<file path="src/rtl/tile_scheduler.sv">
// Tile sequencer for the blocked matrix multiplier: walks output tiles (k innermost)
// and issues one registered descriptor at a time to the tile engine via valid/ready.
module tile_scheduler #(
   parameter  int unsigned FIRST_MATRIX_ROW_SIZE  = 18,
   parameter  int unsigned MATRIX_SIZE            = 60,
   parameter  int unsigned SECOND_MATRIX_COL_SIZE = 21,
   parameter  int unsigned FIRST_BLOCK_ROW_SIZE   = 9,
   parameter  int unsigned BLOCK_SIZE             = 3,
   parameter  int unsigned SECOND_BLOCK_COL_SIZE  = 3,
   localparam int unsigned MT    = (FIRST_MATRIX_ROW_SIZE + FIRST_BLOCK_ROW_SIZE - 1) / FIRST_BLOCK_ROW_SIZE,
   localparam int unsigned NT    = (SECOND_MATRIX_COL_SIZE + SECOND_BLOCK_COL_SIZE - 1) / SECOND_BLOCK_COL_SIZE,
   localparam int unsigned KT    = (MATRIX_SIZE + BLOCK_SIZE - 1) / BLOCK_SIZE,
   localparam int unsigned TOTAL = MT * NT * KT,
   localparam int unsigned RW    = (FIRST_MATRIX_ROW_SIZE > 1) ? $clog2(FIRST_MATRIX_ROW_SIZE) : 1,
   localparam int unsigned CBW   = (SECOND_MATRIX_COL_SIZE > 1) ? $clog2(SECOND_MATRIX_COL_SIZE) : 1,
   localparam int unsigned KW    = (MATRIX_SIZE > 1) ? $clog2(MATRIX_SIZE) : 1,
   localparam int unsigned ERW   = $clog2(FIRST_BLOCK_ROW_SIZE + 1),
   localparam int unsigned ECW   = $clog2(SECOND_BLOCK_COL_SIZE + 1),
   localparam int unsigned EKW   = $clog2(BLOCK_SIZE + 1),
   localparam int unsigned CW    = $clog2(TOTAL + 1)
) (
   input  logic           clock,
   input  logic           reset,
   input  logic           start,
   output logic           busy,
   output logic           done,
   output logic           tile_valid,
   input  logic           tile_ready,
   output logic [RW-1:0]  tile_row_base,
   output logic [CBW-1:0] tile_col_base,
   output logic [KW-1:0]  tile_k_base,
   output logic [ERW-1:0] tile_rows,
   output logic [ECW-1:0] tile_cols,
   output logic [EKW-1:0] tile_k,
   output logic           tile_acc_clear,
   output logic           tile_last_k,
   input  logic           tile_done,
   output logic [CW-1:0]  tile_count
);

   localparam int unsigned MIW = (MT > 1) ? $clog2(MT) : 1;
   localparam int unsigned NIW = (NT > 1) ? $clog2(NT) : 1;
   localparam int unsigned KIW = (KT > 1) ? $clog2(KT) : 1;

   typedef enum logic [1:0] {S_IDLE, S_ISSUE, S_WAIT, S_DONE} state_t;

   state_t         state_q;
   logic [MIW-1:0] mi_q, mi_d;
   logic [NIW-1:0] ni_q, ni_d;
   logic [KIW-1:0] ki_q, ki_d;
   logic [RW-1:0]  rb_q, rb_d;
   logic [CBW-1:0] cb_q, cb_d;
   logic [KW-1:0]  kb_q, kb_d;
   logic [ERW-1:0] rows_q, rows_d;
   logic [ECW-1:0] cols_q, cols_d;
   logic [EKW-1:0] kext_q, kext_d;
   logic           clr_q, clr_d, lastk_q, lastk_d;
   logic           busy_q, done_q, valid_q;
   logic [CW-1:0]  cnt_q;
   logic           k_wrap, n_wrap, final_tile;

   // Remaining span clipped to the tile size; a wrapped base on the final tile is never issued.
   function automatic int unsigned extent(int unsigned lim, int unsigned base, int unsigned t);
      return (lim - base < t) ? lim - base : t;
   endfunction

   always_comb begin
      k_wrap     = (ki_q == KIW'(KT - 1));
      n_wrap     = (ni_q == NIW'(NT - 1));
      final_tile = k_wrap && n_wrap && (mi_q == MIW'(MT - 1));
      ki_d = k_wrap ? '0 : ki_q + 1'b1;
      kb_d = k_wrap ? '0 : kb_q + KW'(BLOCK_SIZE);
      ni_d = ni_q;
      cb_d = cb_q;
      mi_d = mi_q;
      rb_d = rb_q;
      if (k_wrap) begin
         ni_d = n_wrap ? '0 : ni_q + 1'b1;
         cb_d = n_wrap ? '0 : cb_q + CBW'(SECOND_BLOCK_COL_SIZE);
         if (n_wrap) begin
            mi_d = mi_q + 1'b1;
            rb_d = rb_q + RW'(FIRST_BLOCK_ROW_SIZE);
         end
      end
      rows_d  = ERW'(extent(FIRST_MATRIX_ROW_SIZE, 32'(rb_d), FIRST_BLOCK_ROW_SIZE));
      cols_d  = ECW'(extent(SECOND_MATRIX_COL_SIZE, 32'(cb_d), SECOND_BLOCK_COL_SIZE));
      kext_d  = EKW'(extent(MATRIX_SIZE, 32'(kb_d), BLOCK_SIZE));
      clr_d   = (ki_d == '0);
      lastk_d = (ki_d == KIW'(KT - 1));
   end

   always_ff @(posedge clock or negedge reset) begin
      if (!reset) begin
         state_q <= S_IDLE;
         mi_q    <= '0;  ni_q   <= '0;  ki_q   <= '0;
         rb_q    <= '0;  cb_q   <= '0;  kb_q   <= '0;
         rows_q  <= '0;  cols_q <= '0;  kext_q <= '0;
         clr_q   <= 1'b0; lastk_q <= 1'b0;
         busy_q  <= 1'b0; done_q  <= 1'b0; valid_q <= 1'b0;
         cnt_q   <= '0;
      end else begin
         case (state_q)
            S_IDLE, S_DONE: begin
               if (start) begin
                  mi_q    <= '0;  ni_q <= '0;  ki_q <= '0;
                  rb_q    <= '0;  cb_q <= '0;  kb_q <= '0;
                  rows_q  <= ERW'(extent(FIRST_MATRIX_ROW_SIZE, 0, FIRST_BLOCK_ROW_SIZE));
                  cols_q  <= ECW'(extent(SECOND_MATRIX_COL_SIZE, 0, SECOND_BLOCK_COL_SIZE));
                  kext_q  <= EKW'(extent(MATRIX_SIZE, 0, BLOCK_SIZE));
                  clr_q   <= 1'b1;
                  lastk_q <= (KT == 1);
                  cnt_q   <= '0;
                  busy_q  <= 1'b1;
                  done_q  <= 1'b0;
                  valid_q <= 1'b1;
                  state_q <= S_ISSUE;
               end
            end
            S_ISSUE: begin
               if (tile_ready) begin
                  valid_q <= 1'b0;
                  state_q <= S_WAIT;
               end
            end
            S_WAIT: begin
               if (tile_done) begin
                  cnt_q <= cnt_q + 1'b1;
                  if (final_tile) begin
                     busy_q  <= 1'b0;
                     done_q  <= 1'b1;
                     state_q <= S_DONE;
                  end else begin
                     mi_q    <= mi_d;   ni_q   <= ni_d;   ki_q   <= ki_d;
                     rb_q    <= rb_d;   cb_q   <= cb_d;   kb_q   <= kb_d;
                     rows_q  <= rows_d; cols_q <= cols_d; kext_q <= kext_d;
                     clr_q   <= clr_d;  lastk_q <= lastk_d;
                     valid_q <= 1'b1;
                     state_q <= S_ISSUE;
                  end
               end
            end
            default: state_q <= S_IDLE;
         endcase
      end
   end

   assign busy           = busy_q;
   assign done           = done_q;
   assign tile_valid     = valid_q;
   assign tile_row_base  = rb_q;
   assign tile_col_base  = cb_q;
   assign tile_k_base    = kb_q;
   assign tile_rows      = rows_q;
   assign tile_cols      = cols_q;
   assign tile_k         = kext_q;
   assign tile_acc_clear = clr_q;
   assign tile_last_k    = lastk_q;
   assign tile_count     = cnt_q;

endmodule

</file>
<file path="config.mk">
export PLATFORM = sky130hd
export DESIGN_NAME = tile_scheduler
export DESIGN_NICKNAME = d
export VERILOG_FILES = /design/src/rtl/tile_scheduler.sv
export SDC_FILE = /design/constraint.sdc
export NUM_CORES = 1
export LEC_CHECK = 0
export ABC_AREA = 0
export BUFFER_PORTS_ARGS = -buffer_cell sky130_fd_sc_hd__buf_2
export CAP_MARGIN = 30
export CORE_MARGIN = 4
export CORE_UTILIZATION = 58
export DETAILED_ROUTE_END_ITERATION = 8
export PLACE_DENSITY = 0.8
export RECOVER_POWER = 50
export SLEW_MARGIN = 15
export SYNTH_ARGS = -nofsm -noshare
export SYNTH_HDL_FRONTEND = slang
export SYNTH_SLANG_ARGS = --single-unit
</file>
<file path="constraint.sdc">
create_clock -name clock -period 3.4 [get_ports clock]
set_clock_uncertainty 0.15 [all_clocks]
set_input_delay 0.51 -clock clock [delete_from_list [all_inputs] [get_ports clock]]
set_output_delay 0.51 -clock clock [all_outputs]
set_load 0.005 [all_outputs]
</file>
==> results of run 1 <==
cell usage after synthesis, types with 2 or more instances:
master     n  share of area, %
a211oi_1   3              0.72
a32o_1     5               1.6
nor2b_1    5               1.0
nor2_1    27               3.2
nand3_1   15               2.4
o21ai_0   16               2.6
o21a_1     3              0.72
and2_1     2              0.40
o31ai_1    4              0.96
a21o_1     4              0.96
o22a_1     2              0.56
nor3_1     6              0.96
nand4_1    5               1.0
nand3b_1   5               1.2
xor2_1    14               3.9
inv_1     19               2.3
and3_1     4              0.80
ha_1      14               5.6
or3_1      2              0.40
nor4_1     2              0.40
a22o_1    12               3.4
mux2_2     3               1.1
o22ai_1    3              0.60
a21oi_1   15               2.4
o32ai_1    2              0.56
o21ai_1    8               1.3
buf_2      4              0.64
or2_2      2              0.40
o41ai_1    2              0.56
and3b_1    2              0.56
a31oi_1    3              0.60
or4_1      2              0.48
nand2b_1   5               1.0
nand2_1   43               5.1
dfrtp_1   49                39
xnor2_1    5               1.4
clkbuf_1  13               1.6
o211ai_1   3              0.72
report_power, final:
group	internal (uW)	total, uW	switching [uW]
logic	179	576	396
registers	622	666	44.0
clock network	220	432	211
cell usage in the layout, fill, tap and decap left out, drive strengths merged, types with 3 or more instances in the layout:
master  instances
o22ai           3
nor2           28
mux2            3
o21ai          24
nor2b           5
dfrtp          49
a21oi          15
a21o            4
and3            4
nand3          15
nand2          44
ha             14
nor3            7
a22o           12
nand2b          5
xor2           14
a211oi          3
a31oi           3
o21a            3
nand3b          5
o211ai          3
inv            19
nand4           5
o31ai           4
buf            42
a32o            5
clkbuf         17
or2             3
xnor2           5
and2            3
flip-flops by register name, indices dropped and copies added (netlist names):
| register | flops |
|---|---|
| tile_k | 2 |
| ki_q | 5 |
| tile_cols | 2 |
| ni_q | 3 |
| state_q | 2 |
| tile_valid | 1 |
| done | 1 |
| tile_count | 9 |
| mi_q | 1 |
| tile_col_base | 5 |
| tile_acc_clear | 1 |
| tile_rows | 4 |
| tile_row_base | 5 |
| tile_last_k | 1 |
| busy | 1 |
| tile_k_base | 6 |
kinds of logic after synthesis:
logic type      Yosys count
simple gates            135
compound gates           97
flops                    49
buf+inv                  37
xor+xnor                 19
fa+ha+maj                14
mux                       4
worst register-to-register path, stage by stage (launching register included):
cell and delay (ns):
dfrtp_1 0.50, ha_4 0.23, nand4bb_4 0.14, nor2_4 0.21, xnor2_1 0.18, inv_1 0.10
ha_1 0.26, xor2_1 0.20, nand2b_1 0.09, o21ai_0 0.18, a22oi_1 0.11, or4_1 0.54
o21a_1 0.12
how the worst max path moves through the flow:
| stage | from | to |
|---|---|---|
| 6_report | ki_q[0] | tile_rows[3] |
| 4_1_cts | ki_q[0] | tile_rows[3] |
| 3_3_place_gp | ki_q[0] | tile_rows[0] |
| 2_1_floorplan | ki_q[0] | tile_rows[0] |
| 5_1_grt | ki_q[0] | tile_rows[2] |
| 3_5_place_dp | ki_q[0] | tile_rows[3] |
timing repair:
item,CTS,global route
setup buffers,0,2
gates resized for setup,0,2
endpoints found under the setup margin,0,4
hold endpoints to repair,0,0
cell type report:
cell class                      instances  area (um^2)  area share, %
Inverter                               19         71.3           2.01
Tap cell                               70         87.6           2.47
Multi-Input combinational cell        269         1770           49.8
Timing Repair Buffer                   54          283           7.96
Sequential cell                        49         1230           34.5
Clock buffer                            5         68.8           1.94
Clock inverter                          3         46.3           1.30
metal layers:
layer	global-route usage [%]	wire (um)	vias up
met4	6.76	93	0
met1	33.1	3290	1362
met3	4.50	431	10
li1	-	-	1356
met2	38.5	3560	99
met5	0	0	-
metrics by stage:
stage	cells	total power [uW]
3_3_place_gp	459	1240
5_1_grt	469	1790
6_report	469	1670
4_1_cts	467	1690
2_1_floorplan	355	1050
3_5_place_dp	459	1260
==> flow_metrics.py, run 1 <==
metrics = {
    "clock_tree": {
        "clock_latency_ns": 0.31,
        "h-tree-depth": 2,
        "cts.sinks": 49,
        "cts_made_buffers": 5,
        "clk_pin_slew_ns": 0.10,
        "root_buffer": "clkbuf_8",
        "cts_tree": "yes",
        "cts.path.max_buffers": 2,
        "hold_buffers": 0,
    },
    "detailed_routing": {
        "drc": 0,
        "postRouteAntennaNets": 0,
        "dr.pass1.iters": 4,
        "wl_per_cell_um": 15.7,
        "viasPerCell": 6.03,
        "wirelength_um": 7370,
        "drt_iter0_markers": 193,
        "vias": 2827,
    },
    "synth": {
        "ys_ff_latch": 49,
        "synthXorXnorAreaFrac_pct": 5.31,
        "async_flop_share_pct": 100,
        "yosysSeqAreaShare_pct": 39.1,
        "synth_cells": 355,
        "synth_compound_area_share_pct": 21.5,
        "synth_top_family_by_area": "simple AND/OR/NAND/NOR gates",
        "synthFlopType": "dfrtp_1",
        "synth.avg_cell_area_um2": 8.83,
        "ys_warn_count": 0,
        "synth_edf_count": 0,
        "synth-simple-area-share_pct": 22.3,
        "syn_area_um2": 3130,
        "synth_cell_type_count": 60,
        "synthMuxAreaShare_pct": 1.40,
        "synthAdderAreaFrac_pct": 5.59,
        "syn_nets": 374,
    },
    "setup_path": {
        "critical_path_arrival_ns": 3.17,
        "critPathKind": "reg2reg",
        "end_kind": "flip-flop",
        "worstRegToRegCells": 12,
        "critical-path-max-stage-delay_ns": 0.54,
        "crit_chain": "ha_4 > nand4bb_4 > nor2_4 > xnor2_1 > inv_1 > ha_1 > xor2_1 > nand2b_1 > o21ai_0 > a22oi_1 > or4_1 > o21a_1",
        "rr_endpoint": "tile_rows[3]",
        "crit_fanout": 8,
        "required_ns": 3.45,
        "cp.depth": 12,
        "critPathTopFamily": "simple AND/OR/NAND/NOR gates",
        "start_kind": "flip-flop",
        "rrSetupSlack_ns": 0.28,
        "reg2reg_from": "ki_q[0]",
        "crit_slowest_cell": "or4_1",
        "worstPathBufferInverterCount": 1,
    },
    "worst_hold_path": {
        "min_path_cells": 2,
        "min-delay-start": "tile_rows[1]",
        "hold_end": "tile_rows[1]",
        "hold_class": "reg2reg",
    },
    "final_layout": {
        "syn_to_final_growth_pct": 13.3,
        "n_antenna_cell": 0,
        "num-nets-final": 417,
        "final_util_pct": 68.7,
        "drive_gt1_share_pct": 15.5,
        "n_fill_cell": 421,
        "stdcell_area_um2": 3550,
    },
    "sta": {
        "min_period_over_period_pct": 91.7,
        "rsz0062_at_grt": "false",
        "relSlewSlack_pct": -35.6,
        "slew_viol_final": 39,
        "fin_hold_ws_ns": 0.333,
        "finalWorstSetupSlack_ns": 0.281,
        "setup_viol": 0,
        "fin_setup_tns_ns": 0,
        "fmaxAchievable_ghz": 0.321,
        "tightestPinTransition_ns": 2.03,
        "hold_viol": 0,
        "period_needed_ns": 3.12,
    },
    "floorplanning": {
        "die_area_um2": 6640,
        "rows": 26,
        "die_h_um": 81.5,
        "start_util_pct": 60.6,
        "ios": 43,
        "core_um2": 5170,
        "fp.dieW_um": 81.5,
    },
    "global_route": {
        "grt_overflow_total": 0,
        "grt_pass1_wl_um": 12500,
        "grt_pass1_vias": 2650,
        "track_usage_pct": 24.0,
        "antenna_found_initial": 0,
        "grt_max_degree": 39,
    },
    "status": {
        "violations": "max-capacitance violations, max-slew violations",
        "status": "finished with violations",
    },
    "placed_design": {
        "dp_hpwl_um": 5230,
        "io_buffers": 42,
        "routabilityCongestion": 0.978,
        "place_ws_ns": 0.104,
        "postPlaceCellArea_um2": 3430,
    },
    "pwr": {
        "p_leak_uw": 0.00160,
        "vdd_ir_drop_max_mv": 0.441,
        "p_per_area_nw_per_um2": 471,
    },
    "run": {
        "drv_cap": 1,
    },
}
(Power assumes the default switching activity.)
==> run 2, diff against run 1 <==
--- a/config.mk
+++ b/config.mk
@@ -8,7 +8,7 @@
 export ABC_AREA = 0
 export BUFFER_PORTS_ARGS = -buffer_cell sky130_fd_sc_hd__buf_2
 export CAP_MARGIN = 30
-export CORE_MARGIN = 4
+export CORE_MARGIN = 2
 export CORE_UTILIZATION = 58
 export DETAILED_ROUTE_END_ITERATION = 8
 export PLACE_DENSITY = 0.8
==> flow_metrics.py, run 2 (synthesis gave the netlist of run 1 again) <==
metrics = {
    "status": {
        "status": "finished with violations",
        "violations": "max-capacitance violations, max-slew violations",
    },
    "floorplanning": {
        "die_h_um": 77.5,
        "rows": 26,
        "ios": 43,
        "core_um2": 5170,
        "fp.dieW_um": 77.5,
        "die_area_um2": 6010,
        "start_util_pct": 60.6,
    },
    "detailed_routing": {
        "dr.pass1.iters": 5,
        "postRouteAntennaNets": 0,
        "drt_iter0_markers": 221,
        "wl_per_cell_um": 15.5,
        "viasPerCell": 6.06,
        "wirelength_um": 7260,
        "vias": 2843,
        "drc": 0,
    },
    "final_layout": {
        "finalNonFillerCells": 469,
        "drive_gt1_share_pct": 16.8,
        "mostFrequentLayoutCells": "49 x dfrtp_1, 43 x nand2_1, 37 x buf_2",
        "syn_to_final_growth_pct": 12.4,
        "final_util_pct": 68.1,
        "final_common_cell": "dfrtp_1",
        "largest_reg_flops": 9,
        "n_antenna_cell": 0,
        "num-nets-final": 417,
    },
    "setup_path": {
        "worstRegToRegCells": 12,
        "reg2reg_from": "ki_q[0]",
        "critical_path_arrival_ns": 3.24,
        "rr_endpoint": "tile_rows[3]",
        "critical-path-max-stage-delay_ns": 0.55,
        "required_ns": 3.45,
        "crit_chain": "ha_2 > and4bb_2 > nand2_2 > nand2_1 > nand2_1 > ha_1 > xor2_1 > nand2b_1 > o21ai_0 > a22oi_1 > or4_1 > o21a_1",
        "crit_top_cell": "nand2_1",
        "critPathKind": "reg2reg",
        "crit_slowest_cell": "or4_1",
        "end_kind": "flip-flop",
        "rrSetupSlack_ns": 0.21,
        "crit_fanout": 8,
        "start_kind": "flip-flop",
    },
    "worst_hold_path": {
        "min-delay-start": "busy",
        "min_path_cells": 1,
        "hold_end": "busy",
        "hold_class": "reg2reg",
    },
    "pwr": {
        "p_leak_uw": 0.00160,
        "p_per_area_nw_per_um2": 453,
        "vdd_ir_drop_max_mv": 0.659,
    },
    "placed_design": {
        "dp.cells": 458,
        "dp_hpwl_um": 5220,
        "routabilityCongestion": 0.925,
        "io_buffers": 42,
    },
    "clock_tree": {
        "hold_buffers": 0,
        "cts_made_buffers": 5,
        "clk_pin_slew_ns": 0.09,
        "clock_latency_ns": 0.30,
        "root_buffer": "clkbuf_8",
        "cts_tree": "yes",
        "cts.sinks": 49,
        "cts.path.max_buffers": 2,
        "h-tree-depth": 2,
    },
    "sta": {
        "relSlewSlack_pct": -14.4,
        "tightestPinTransition_ns": 1.72,
        "setup_viol": 0,
        "period_needed_ns": 3.19,
        "fin_setup_tns_ns": 0,
        "min_period_over_period_pct": 93.8,
        "slew_viol_final": 32,
        "rsz0062_at_grt": "false",
        "hold_viol": 0,
        "fmaxAchievable_ghz": 0.314,
    },
    "global_route": {
        "grt_pass1_vias": 2724,
        "grt_overflow_total": 0,
        "antenna_found_initial": 0,
        "grt_max_degree": 32,
        "grt_pass1_wl_um": 12500,
        "track_usage_pct": 25.8,
    },
    "run": {
        "drv_cap": 1,
    },
}
==> run 2: cell types whose count changed in the layout (fill, tap and decap cells not counted), sizes merged <==
cell / change
clkinvlp: +1
clkinv: -1
bufinv: -1
clkbuf: -5
buf: +6
==> run 2: worst max path at each step <==
| stage | start | end | slack, ns |
|---|---|---|---|
| after global routing | ki_q[0] | tile_rows[3] | 0.02 |
| after CTS | ki_q[0] | tile_rows[1] | 0.13 |
| final | ki_q[0] | tile_rows[3] | 0.21 |
| after global placement | ki_q[0] | tile_rows[0] | 0.27 |
| after detailed placement | ki_q[0] | tile_rows[1] | 0.12 |
| after floorplan | ki_q[0] | tile_rows[0] | 0.23 |
==> run 2: power breakdown <==
group | switching, uW | total [uW] | internal, uW
Combinational | 402 | 586 | 184
Sequential | 41.7 | 664 | 622
Clock | 199 | 344 | 145
==> run 2: cell type report <==
cell class | count | area [um^2]
timing repair buffer | 54 | 290
fill | 427 | 1650
inverter | 19 | 71.3
clock inverter | 2 | 15.0
tap | 70 | 87.6
multi-input combinational | 269 | 1760
sequential | 49 | 1230
clock buffer | 6 | 72.6
==> run 2: what timing repair did <==
item                       CTS  global route
setup endpoints to repair    0             4
buffers inserted             0             3
gates resized for setup      0             1
==> run 2: per-stage QoR <==
| step | worst slack, ns | hold slack [ns] | instance area (um^2) | power (uW) |
|---|---|---|---|---|
| 6_report | 0.212 | 0.334 | 3520 | 1590 |
| 5_1_grt | 0.0200 | 0.371 | 3520 | 1700 |
| 4_1_cts | 0.129 | 0.155 | 3530 | 1600 |
| 3_5_place_dp | 0.124 | 0.314 | 3440 | 1260 |
| 3_3_place_gp | 0.268 | 0.308 | 3410 | 1240 |
| 2_1_floorplan | 0.234 | 0.0644 | 3130 | 1050 |
==> run 2: critical path: cells and delay by family, from the launching register on <==
kind            cells  cell delay (ns)
xor+xnor            1             0.22
compound gates      3             0.45
flops               1             0.46
fa+ha+maj           2             0.58
simple gates        6             1.23
==> run 2: metal layers <==
layer  vias to the layer above  share of wire, %  global-route usage [%]
met2                       102                47                    40.7
met4                         0               2.2                    11.3
met5                         -                 0                       0
li1                       1362                 -                       -
met1                      1362                46                    35.9
met3                        17               5.2                    3.14
